===== config.mk =====
export PLATFORM = sky130hd
export DESIGN_NAME = axi4l_slave_regfile
export DESIGN_NICKNAME = d
export VERILOG_FILES = /design/src/rtl/axi4l_slave_regfile.sv
export SDC_FILE = /design/constraint.sdc
export NUM_CORES = 1
export LEC_CHECK = 0
export BUFFER_PORTS_ARGS = -buffer_cell sky130_fd_sc_hd__buf_4
export CAP_MARGIN = 30
export CORE_AREA = 2 2 441 443
export CTS_BUF_LIST = sky130_fd_sc_hd__clkbuf_4
export DETAILED_ROUTE_END_ITERATION = 6
export DIE_AREA = 0 0 443 445
export PLACE_DENSITY = 0.32
export SYNTH_ARGS = -nofsm -noshare
export SYNTH_HDL_FRONTEND = slang
export SYNTH_SLANG_ARGS = --single-unit

===== constraint.sdc =====
create_clock -name clk -period 38.2 [get_ports clk]
set_input_delay 1.91 -clock clk [delete_from_list [all_inputs] [get_ports clk]]
set_output_delay 1.91 -clock clk [all_outputs]
set_load 0.05 [all_outputs]

===== src/rtl/axi4l_slave_regfile.sv =====
// AXI4-Lite slave register file.
// Purpose: NUM_REGS x DATA_WIDTH registers behind an AXI4-Lite slave port.
//   Registers flagged in RO_MASK reject writes (SLVERR) and return the
//   matching ro_i slice on reads. Out-of-range accesses answer SLVERR, RDATA=0.
// Ports:
//   clk, rst        : clock, asynchronous active-high reset
//   AW*/W*/B*       : write address / data / response channels
//   AR*/R*          : read address / data channels
//   regs_o          : all register contents, register i at [i*DATA_WIDTH +: DATA_WIDTH]
//   ro_i            : read-back values for read-only registers, same packing
module axi4l_slave_regfile #(
  parameter int unsigned          ADDR_WIDTH = 8,
  parameter int unsigned          DATA_WIDTH = 32,
  parameter int unsigned          NUM_REGS   = 16,
  parameter logic [NUM_REGS-1:0]  RO_MASK    = '0
) (
  input  logic                           clk,
  input  logic                           rst,
  input  logic [ADDR_WIDTH-1:0]          AWADDR,
  input  logic                           AWVALID,
  output logic                           AWREADY,
  input  logic [DATA_WIDTH-1:0]          WDATA,
  input  logic [DATA_WIDTH/8-1:0]        WSTRB,
  input  logic                           WVALID,
  output logic                           WREADY,
  output logic [1:0]                     BRESP,
  output logic                           BVALID,
  input  logic                           BREADY,
  input  logic [ADDR_WIDTH-1:0]          ARADDR,
  input  logic                           ARVALID,
  output logic                           ARREADY,
  output logic [DATA_WIDTH-1:0]          RDATA,
  output logic [1:0]                     RRESP,
  output logic                           RVALID,
  input  logic                           RREADY,
  output logic [NUM_REGS*DATA_WIDTH-1:0] regs_o,
  input  logic [NUM_REGS*DATA_WIDTH-1:0] ro_i
);

  localparam int unsigned STRB_WIDTH = DATA_WIDTH / 8;
  localparam int unsigned OFFSET     = $clog2(STRB_WIDTH);

  localparam logic [0:0] W_IDLE = 1'b0;
  localparam logic [0:0] W_RESP = 1'b1;
  localparam logic [0:0] R_IDLE = 1'b0;
  localparam logic [0:0] R_DATA = 1'b1;

  localparam logic [1:0] RESP_OKAY   = 2'b00;
  localparam logic [1:0] RESP_SLVERR = 2'b10;

  logic [DATA_WIDTH-1:0] regs [NUM_REGS];

  logic                  ready_en;
  logic [0:0]            w_state;
  logic [0:0]            r_state;
  logic                  aw_done;
  logic                  w_done;
  logic [ADDR_WIDTH-1:0] aw_addr;
  logic [DATA_WIDTH-1:0] w_data;
  logic [STRB_WIDTH-1:0] w_strb;

  logic                  aw_fire;
  logic                  w_fire;
  logic                  ar_fire;
  logic                  commit;
  logic [ADDR_WIDTH-1:0] c_addr;
  logic [DATA_WIDTH-1:0] c_data;
  logic [STRB_WIDTH-1:0] c_strb;
  logic [ADDR_WIDTH-1:0] c_idx;
  logic                  c_in_range;
  logic                  c_ro;
  logic                  c_ok;
  logic [ADDR_WIDTH-1:0] r_idx;
  logic                  r_in_range;
  logic [DATA_WIDTH-1:0] r_val;

  // ready_en holds all readies low during reset and lets them rise on the
  // first clock edge after release.
  assign AWREADY = ready_en && (w_state == W_IDLE) && !aw_done;
  assign WREADY  = ready_en && (w_state == W_IDLE) && !w_done;
  assign ARREADY = ready_en && (r_state == R_IDLE);

  assign aw_fire = AWVALID && AWREADY;
  assign w_fire  = WVALID && WREADY;
  assign ar_fire = ARVALID && ARREADY;

  // The write commits on the edge that completes the AW/W pair, using
  // whichever half arrives live on that edge. Results are visible the next
  // cycle, which keeps back-to-back writes at one per two cycles.
  assign c_addr = aw_done ? aw_addr : AWADDR;
  assign c_data = w_done  ? w_data  : WDATA;
  assign c_strb = w_done  ? w_strb  : WSTRB;
  assign commit = (w_state == W_IDLE) && (aw_done || aw_fire) && (w_done || w_fire);

  assign c_idx      = c_addr >> OFFSET;
  assign c_in_range = 32'(c_idx) < NUM_REGS;
  assign c_ok       = c_in_range && !c_ro;

  assign r_idx      = ARADDR >> OFFSET;
  assign r_in_range = 32'(r_idx) < NUM_REGS;

  always_comb begin
    c_ro  = 1'b0;
    r_val = '0;
    for (int unsigned i = 0; i < NUM_REGS; i++) begin
      if (c_idx == ADDR_WIDTH'(i)) c_ro = RO_MASK[i];
      if (r_idx == ADDR_WIDTH'(i))
        r_val = RO_MASK[i] ? ro_i[i*DATA_WIDTH +: DATA_WIDTH] : regs[i];
    end
  end

  always_comb begin
    regs_o = '0;
    for (int unsigned i = 0; i < NUM_REGS; i++)
      regs_o[i*DATA_WIDTH +: DATA_WIDTH] = regs[i];
  end

  always_ff @(posedge clk or posedge rst) begin
    if (rst) ready_en <= 1'b0;
    else     ready_en <= 1'b1;
  end

  always_ff @(posedge clk or posedge rst) begin
    if (rst) begin
      for (int unsigned i = 0; i < NUM_REGS; i++) regs[i] <= '0;
    end else if (commit && c_ok) begin
      for (int unsigned i = 0; i < NUM_REGS; i++) begin
        if (c_idx == ADDR_WIDTH'(i)) begin
          for (int unsigned k = 0; k < STRB_WIDTH; k++)
            if (c_strb[k]) regs[i][k*8 +: 8] <= c_data[k*8 +: 8];
        end
      end
    end
  end

  always_ff @(posedge clk or posedge rst) begin
    if (rst) begin
      w_state <= W_IDLE;
      aw_done <= 1'b0;
      w_done  <= 1'b0;
      aw_addr <= '0;
      w_data  <= '0;
      w_strb  <= '0;
      BVALID  <= 1'b0;
      BRESP   <= '0;
    end else if (w_state == W_IDLE) begin
      if (commit) begin
        BVALID  <= 1'b1;
        BRESP   <= c_ok ? RESP_OKAY : RESP_SLVERR;
        w_state <= W_RESP;
        aw_done <= 1'b0;
        w_done  <= 1'b0;
      end else begin
        if (aw_fire) begin
          aw_done <= 1'b1;
          aw_addr <= AWADDR;
        end
        if (w_fire) begin
          w_done <= 1'b1;
          w_data <= WDATA;
          w_strb <= WSTRB;
        end
      end
    end else if (BREADY) begin
      BVALID  <= 1'b0;
      w_state <= W_IDLE;
    end
  end

  // r_val reads the register array before any same-edge write lands, so a
  // read racing a write to the same index returns the old contents.
  always_ff @(posedge clk or posedge rst) begin
    if (rst) begin
      r_state <= R_IDLE;
      RVALID  <= 1'b0;
      RDATA   <= '0;
      RRESP   <= '0;
    end else if (r_state == R_IDLE) begin
      if (ar_fire) begin
        RVALID  <= 1'b1;
        RDATA   <= r_val;
        RRESP   <= r_in_range ? RESP_OKAY : RESP_SLVERR;
        r_state <= R_DATA;
      end
    end else if (RREADY) begin
      RVALID  <= 1'b0;
      r_state <= R_IDLE;
    end
  end

endmodule


==> impl_metrics.env, run 1 <==
export IMPL_run_status="finished clean"
export IMPL_initial_core_util=0.1373
export IMPL_final_antenna_net_count=0
export IMPL_met3_usage=0.04224
export IMPL_syn_area_per_cell_um2=9.748
export IMPL_worstSetupEndpointType="output pin"
export IMPL_synthAdderAreaFrac=0
export IMPL_synthArstFlopShare=1.000
export IMPL_multi_input_area_um2=10690
export IMPL_slew_headroom=0.3022
export IMPL_synth_ff_type="dfrtp_1"
export IMPL_setup_viol=0
export IMPL_cp_required_ps=36290
export IMPL_vias=24870
export IMPL_synth_area_mux_share=0.06938
export IMPL_irDropWorstVdd_mv=0.02371
export IMPL_max_cap_violations=0
export IMPL_htreeDepth=4
export IMPL_top_usage_layer="met2"
export IMPL_max_freq_ghz=0.2059
export IMPL_ctsHoldBuffers=0
export IMPL_numCtsBuffers=188
export IMPL_met2_usage=0.3010
export IMPL_seq_power_share=0.366
export IMPL_worstSetupPathType="flip-flop to output pin"
export IMPL_ys_seq_area_frac=0.5651
export IMPL_hold_viol=0
export IMPL_drt_pass1_iterations=5
export IMPL_port_buffer_count=605
export IMPL_synth_compound_area_frac=0.1973
export IMPL_p_int_mw=1.246
export IMPL_placed_area_um2=34330
export IMPL_drv_slew=0
export IMPL_startpoint_type="flip-flop"
export IMPL_remaining_drc_errors=0
export IMPL_synth_area_um2=26350
export IMPL_clock_skew_ps=84.36
export IMPL_grtUsageTotal=0.1772
export IMPL_place_gp_congestion=0.7938
export IMPL_post_cts_resized=0
export IMPL_die_w_um=443
export IMPL_syn_inst=2703
export IMPL_synth_edff_count=0
export IMPL_cp_max_fo=33
export IMPL_core_rowCount=161
export IMPL_drtIter0Drc=1733
export IMPL_min_delay_start="RDATA[10]"
export IMPL_drive_gt1_frac=0.3279
export IMPL_power_density_nw_per_um2=60.01
export IMPL_yosysWarnings=0
export IMPL_die_h_um=445
export IMPL_crit_start="w_done"
export IMPL_wire_per_inst_um=29.45
export IMPL_cts_root_buf="clkbuf_4"
export IMPL_mostFrequentLayoutCells="buf_4, a21oi_1, nor2_1"
export IMPL_grt_pass1_wl_um=235700
export IMPL_cts_tree="yes"
export IMPL_cts_setup_buffers=0
export IMPL_cts_sinks=595
export IMPL_clk_pin_slew_ps=60
export IMPL_pin_count=1124
export IMPL_dpl_cell_count=5754
export IMPL_cts_buffer_depth=3
export IMPL_antenna_found_initial=21
export IMPL_vias_per_cell=4.095
export IMPL_p_sw_mw=0.9518
export IMPL_die_area_um2=197100
export IMPL_combinationalPowerShare=0.334
export IMPL_hold_path_class="flip-flop to flip-flop"
export IMPL_seqCellArea_um2=14890
export IMPL_post_route_min_period_ps=4856
export IMPL_clk_latency_ps=1270
export IMPL_worstMarginPinSlew_ps=1046
export IMPL_synth_cell_types=63
export IMPL_synth_top_family_by_area="compound AO/OA/AOI/OAI gates"
export IMPL_fin_cells=6073
export IMPL_grt_start_max_net_pins=149
export IMPL_rsz0062_at_grt="false"
export IMPL_routed_wirelength_um=178900
export IMPL_design_core_area_um2=192000
export IMPL_p_clk_frac=0.300
export IMPL_synth_simple_area_share=0.1330
export IMPL_cellLeakagePower_nw=17.12
export IMPL_hpwl_um=136300
export IMPL_p_sw_frac=0.4330
export IMPL_cp_arrival_ps=2950
export IMPL_tns_ps=0
export IMPL_grt_pass1_vias=24580
export IMPL_fill_cells=21440
export IMPL_use_met1=0.2104
export IMPL_worstReg2RegStart="w_done"
export IMPL_ys_ff_latch=595
export IMPL_area_delta_synth_final_pct=39.02
export IMPL_timing_final_crit_share=0.1271
export IMPL_fin_nets=3990
export IMPL_final_area_um2=36630
export IMPL_final_common_cell="buf_4"
export IMPL_grt_overflow_total=0
export IMPL_synth_xor_area_frac=0
[state kept, by name, indices dropped and copies added, names as in the netlist, 4 cells and up]
| name | cells |
|---|---|
| w_data | 32 |
| regs_o | 512 |
| RDATA | 32 |
| aw_addr | 6 |
| w_strb | 4 |
[cells by family after synthesis]
| kind of cell | count (synthesis) |
|---|---|
| multiplexers | 162 |
| flip-flops | 595 |
| AO/OA/AOI/OAI | 911 |
| other | 2 |
| buffers and inverters | 205 |
| AND/OR/NAND/NOR | 828 |
[power groups by stage]
stage	Sequential, mW	Combinational, mW	Clock [mW]
after floorplan	0.994	0.220	0
after global routing	0.815	0.769	0.723
after CTS	0.805	0.745	0.690
after detailed placement	0.816	0.744	0
after global placement	0.814	0.740	0
final	0.804	0.735	0.660
[stage by stage]
stage                     setup WS, ps  power (mW)  hold WS [ps]  utilization
after floorplan                  19640       1.214         470.1            -
after global placement           32180       1.553         467.7       0.1775
after detailed placement         32310       1.560         473.0       0.1788
after CTS                        33090       2.240         485.9       0.1905
after global routing             33110       2.307         512.1       0.1908
final                            33340       2.198         482.9       0.1908
[cells in the mapped netlist (3+ instances only)]
| library cell | count | area share |
|---|---|---|
| a211oi_1 | 13 | 0.0037 |
| a21o_1 | 17 | 0.0048 |
| a21oi_1 | 605 | 0.11 |
| a221o_1 | 5 | 0.0019 |
| a221oi_1 | 23 | 0.0076 |
| a222oi_1 | 15 | 0.0057 |
| a22o_1 | 3 | 0.0010 |
| a22oi_1 | 40 | 0.011 |
| a31oi_1 | 24 | 0.0057 |
| a32oi_1 | 3 | 0.0010 |
| and2_1 | 4 | 0.00095 |
| buf_1 | 7 | 0.0010 |
| buf_2 | 106 | 0.020 |
| buf_4 | 5 | 0.0014 |
| clkbuf_1 | 78 | 0.011 |
| dfrtp_1 | 595 | 0.57 |
| inv_1 | 8 | 0.0011 |
| mux2_2 | 65 | 0.028 |
| mux2i_1 | 87 | 0.033 |
| mux4_2 | 10 | 0.0085 |
| nand2_1 | 64 | 0.0091 |
| nand2b_1 | 11 | 0.0026 |
| nand3_1 | 42 | 0.0080 |
| nand3b_1 | 4 | 0.0011 |
| nor2_1 | 606 | 0.086 |
| nor2_2 | 48 | 0.011 |
| nor2_4 | 3 | 0.0013 |
| nor2b_1 | 10 | 0.0024 |
| nor3_1 | 14 | 0.0027 |
| o2111ai_1 | 3 | 0.0010 |
| o211ai_1 | 4 | 0.0011 |
| o21ai_0 | 69 | 0.013 |
| o21ai_1 | 6 | 0.0011 |
| o221ai_1 | 17 | 0.0057 |
| o22ai_1 | 42 | 0.010 |
| o31ai_1 | 6 | 0.0017 |
| o32ai_1 | 3 | 0.0010 |
| or3_1 | 4 | 0.00095 |
[worst max-delay path: stages (launching register included)]
cell and delay (ps):
dfrtp_2 630, buf_4 640, nor2_1 200, buf_4 250
[final cells by class]
type,count,area share
Antenna cell,15,0.001025
Clock buffer,265,0.05431
Clock inverter,38,0.007105
Tap cell,2526,0.08628
Multi-Input combinational cell,1904,0.2918
Sequential cell,595,0.4065
Timing Repair Buffer,721,0.1518
Inverter,9,0.001127
[path summary, 6_finish.rpt]
check / cells after the start / to / slack [ps]
min in group asynchronous: 2 / regs_o[104] / 810
max in group asynchronous: 5 / regs_o[356] / 34340
worst min register to register: 2 / RDATA[10] / 480
worst min-delay path: 2 / RDATA[10] / 480
worst max-delay path: 3 / WREADY / 33340
worst max register to register: 5 / regs_o[426] / 34670
[per-layer routing]
layer	share of wire	routed length [µm]
met5	0.00029	51
met4	0.046	8289
met3	0.054	9588
met2	0.49	88490
met1	0.40	72430
Power figures use the tool's default switching activity.
==> run 2, diff against run 1 <==
PLACE_DENSITY = 0.33   (was 0.32)
clock period = 4.2 ns   (was 38.2 ns; I/O delays follow)
==> impl_metrics.env, run 2 (same netlist as run 1, synthesis figures left out) <==
export IMPL_design_core_area_um2=192000
export IMPL_cts_tree="yes"
export IMPL_antenna_found_initial=12
export IMPL_combinationalPowerShare=0.348
export IMPL_wl_met1_um=69960
export IMPL_drv_slew=0
export IMPL_cellLeakagePower_nw=18.16
export IMPL_cts_buffer_depth=3
export IMPL_place_gp_congestion=0.8125
export IMPL_die_area_um2=197100
export IMPL_post_cts_resized=0
export IMPL_vias_per_cell=4.078
export IMPL_p_clk_frac=0.299
export IMPL_fin_cells=6304
export IMPL_fin_nets=4212
export IMPL_p_sw_frac=0.4226
export IMPL_pin_count=1124
export IMPL_vias=25710
export IMPL_crit_chain="a21oi_1 > dlygate4sd3_1 > nor3_4 > dlygate4sd3_1 > nand3_1 > buf_4 > nor2_2 > a21oi_1"
export IMPL_clk_latency_ps=1260
export IMPL_highest_layer="met5"
export IMPL_seq_power_share=0.352
export IMPL_max_cap_violations=0
export IMPL_area_delta_synth_final_pct=46.97
export IMPL_mostFrequentLayoutCells="buf_4, nor2_1, a21oi_1"
export IMPL_routed_wirelength_um=177900
export IMPL_final_common_cell="buf_4"
export IMPL_crit_family="buffers and inverters"
export IMPL_violations="design-rule violations"
export IMPL_ctsHoldBuffers=157
export IMPL_cp_required_ps=5230
export IMPL_fill_cells=21410
export IMPL_die_w_um=443
export IMPL_drive_gt1_frac=0.3260
export IMPL_irDropWorstVdd_mv=0.2597
export IMPL_cpPeakStageDelay_ps=760
export IMPL_drtIter0Drc=1859
export IMPL_remaining_drc_errors=5
export IMPL_cp_max_fo=16
export IMPL_grt_start_max_net_pins=123
export IMPL_cts_setup_buffers=0
export IMPL_hpwl_um=137800
export IMPL_power_density_nw_per_um2=531.0
export IMPL_hold_viol=0
export IMPL_drt_pass1_iterations=7
export IMPL_placed_area_um2=34760
export IMPL_clk_pin_slew_ps=60
export IMPL_cp_arrival_ps=4750
export IMPL_htreeDepth=4
export IMPL_p_sw_mw=8.690
export IMPL_initial_core_util=0.1373
export IMPL_rsz0062_at_grt="false"
export IMPL_final_area_um2=38730
export IMPL_path_buf_inv=3
export IMPL_setup_viol=0
export IMPL_numCtsBuffers=188
export IMPL_post_route_min_period_ps=3728
export IMPL_worstSetupPathType="flip-flop to flip-flop"
export IMPL_hold_path_class="primary input to flip-flop"
export IMPL_cts_sinks=595
export IMPL_largest_reg_flops=512
export IMPL_p_int_mw=11.87
export IMPL_die_h_um=445
export IMPL_worstMarginPinSlew_ps=1001
export IMPL_core_rowCount=161
export IMPL_timing_final_crit_share=0.8876
export IMPL_slew_headroom=0.3329
export IMPL_grt_overflow_total=0
export IMPL_grt_pass1_vias=25680
export IMPL_met3WireLength_um=11720
export IMPL_clock_skew_ps=102.3
export IMPL_met2WireLength_um=87850
export IMPL_cts_root_buf="clkbuf_4"
export IMPL_cp_slowest_cell="dlygate4sd3_1"
export IMPL_wire_per_inst_um=28.22
export IMPL_port_buffer_count=605
export IMPL_worstSetupEndpointType="flip-flop"
export IMPL_run_status="finished, violations left"
export IMPL_dpl_cell_count=5820
export IMPL_startpoint_type="flip-flop"
export IMPL_final_antenna_net_count=0
export IMPL_grtUsageTotal=0.1763
export IMPL_max_freq_ghz=0.2683
export IMPL_grt_pass1_wl_um=237200
[run 2: through the flow]
| step | worst slack (ps) | util | power, mW | hold WS [ps] | TNS [ps] |
|---|---|---|---|---|---|
| detailed placement | 682.6 | 0.1811 | 14.16 | 455.6 | 0 |
| finish | 472.1 | 0.2017 | 20.56 | 201.8 | 0 |
| global route | 147.7 | 0.2017 | 21.64 | 44.81 | 0 |
| floorplan | -4123 | - | 11.04 | 306.4 | -2453360 |
| global placement | 720.6 | 0.1809 | 14.11 | 441.7 | 0 |
| CTS | 394.5 | 0.2015 | 20.93 | 12.48 | 0 |
[run 2: cell type report]
| class | instances | area (µm²) | area share |
|---|---|---|---|
| inverter | 9 | 37.54 | 0.0009693 |
| sequential | 595 | 14890 | 0.3845 |
| timing repair buffer | 943 | 7612 | 0.1966 |
| multi-input combinational | 1904 | 10640 | 0.2746 |
| tap | 2526 | 3161 | 0.08161 |
| clock inverter | 40 | 305.3 | 0.007883 |
| antenna | 14 | 35.03 | 0.0009047 |
| clock buffer | 273 | 2049 | 0.05292 |
[run 2: path summary, 6_finish.rpt]
check                               start     endpoint  slack (ps)  depth (start not counted)
min in group asynchronous             rst  regs_o[167]         420                          5
worst max-delay path             ready_en    regs_o[8]         470                          8
worst max register to register   ready_en    regs_o[8]         470                          8
worst min-delay path            WDATA[14]  regs_o[366]         200                          5
max in group asynchronous             rst      r_state        2910                          6
worst min register to register     BVALID       BVALID         490                          1
[run 2: metal layers]
| metal | global-route usage | vias to the layer above |
|---|---|---|
| li1 | - | 11620 |
| met1 | 0.2040 | 12930 |
| met2 | 0.3000 | 903 |
| met3 | 0.05120 | 255 |
| met4 | 0.07937 | 2 |
| met5 | 0 | - |
[run 2: power by group through the flow]
stage	Clock [mW]	Sequential, mW	Combinational, mW
final	6.16	7.24	7.17
after global routing	6.77	7.34	7.53
after CTS	6.45	7.24	7.24
after detailed placement	0	7.34	6.82
after global placement	0	7.31	6.79
after floorplan	0	9.04	2.00
[run 2: worst register-to-register path, cell delays in order (launching register included)]
cell and delay, ps:
dfrtp_1 620, a21oi_1 150, dlygate4sd3_1 630, nor3_4 250
dlygate4sd3_1 760, nand3_1 130, buf_4 240, nor2_2 640
a21oi_1 160
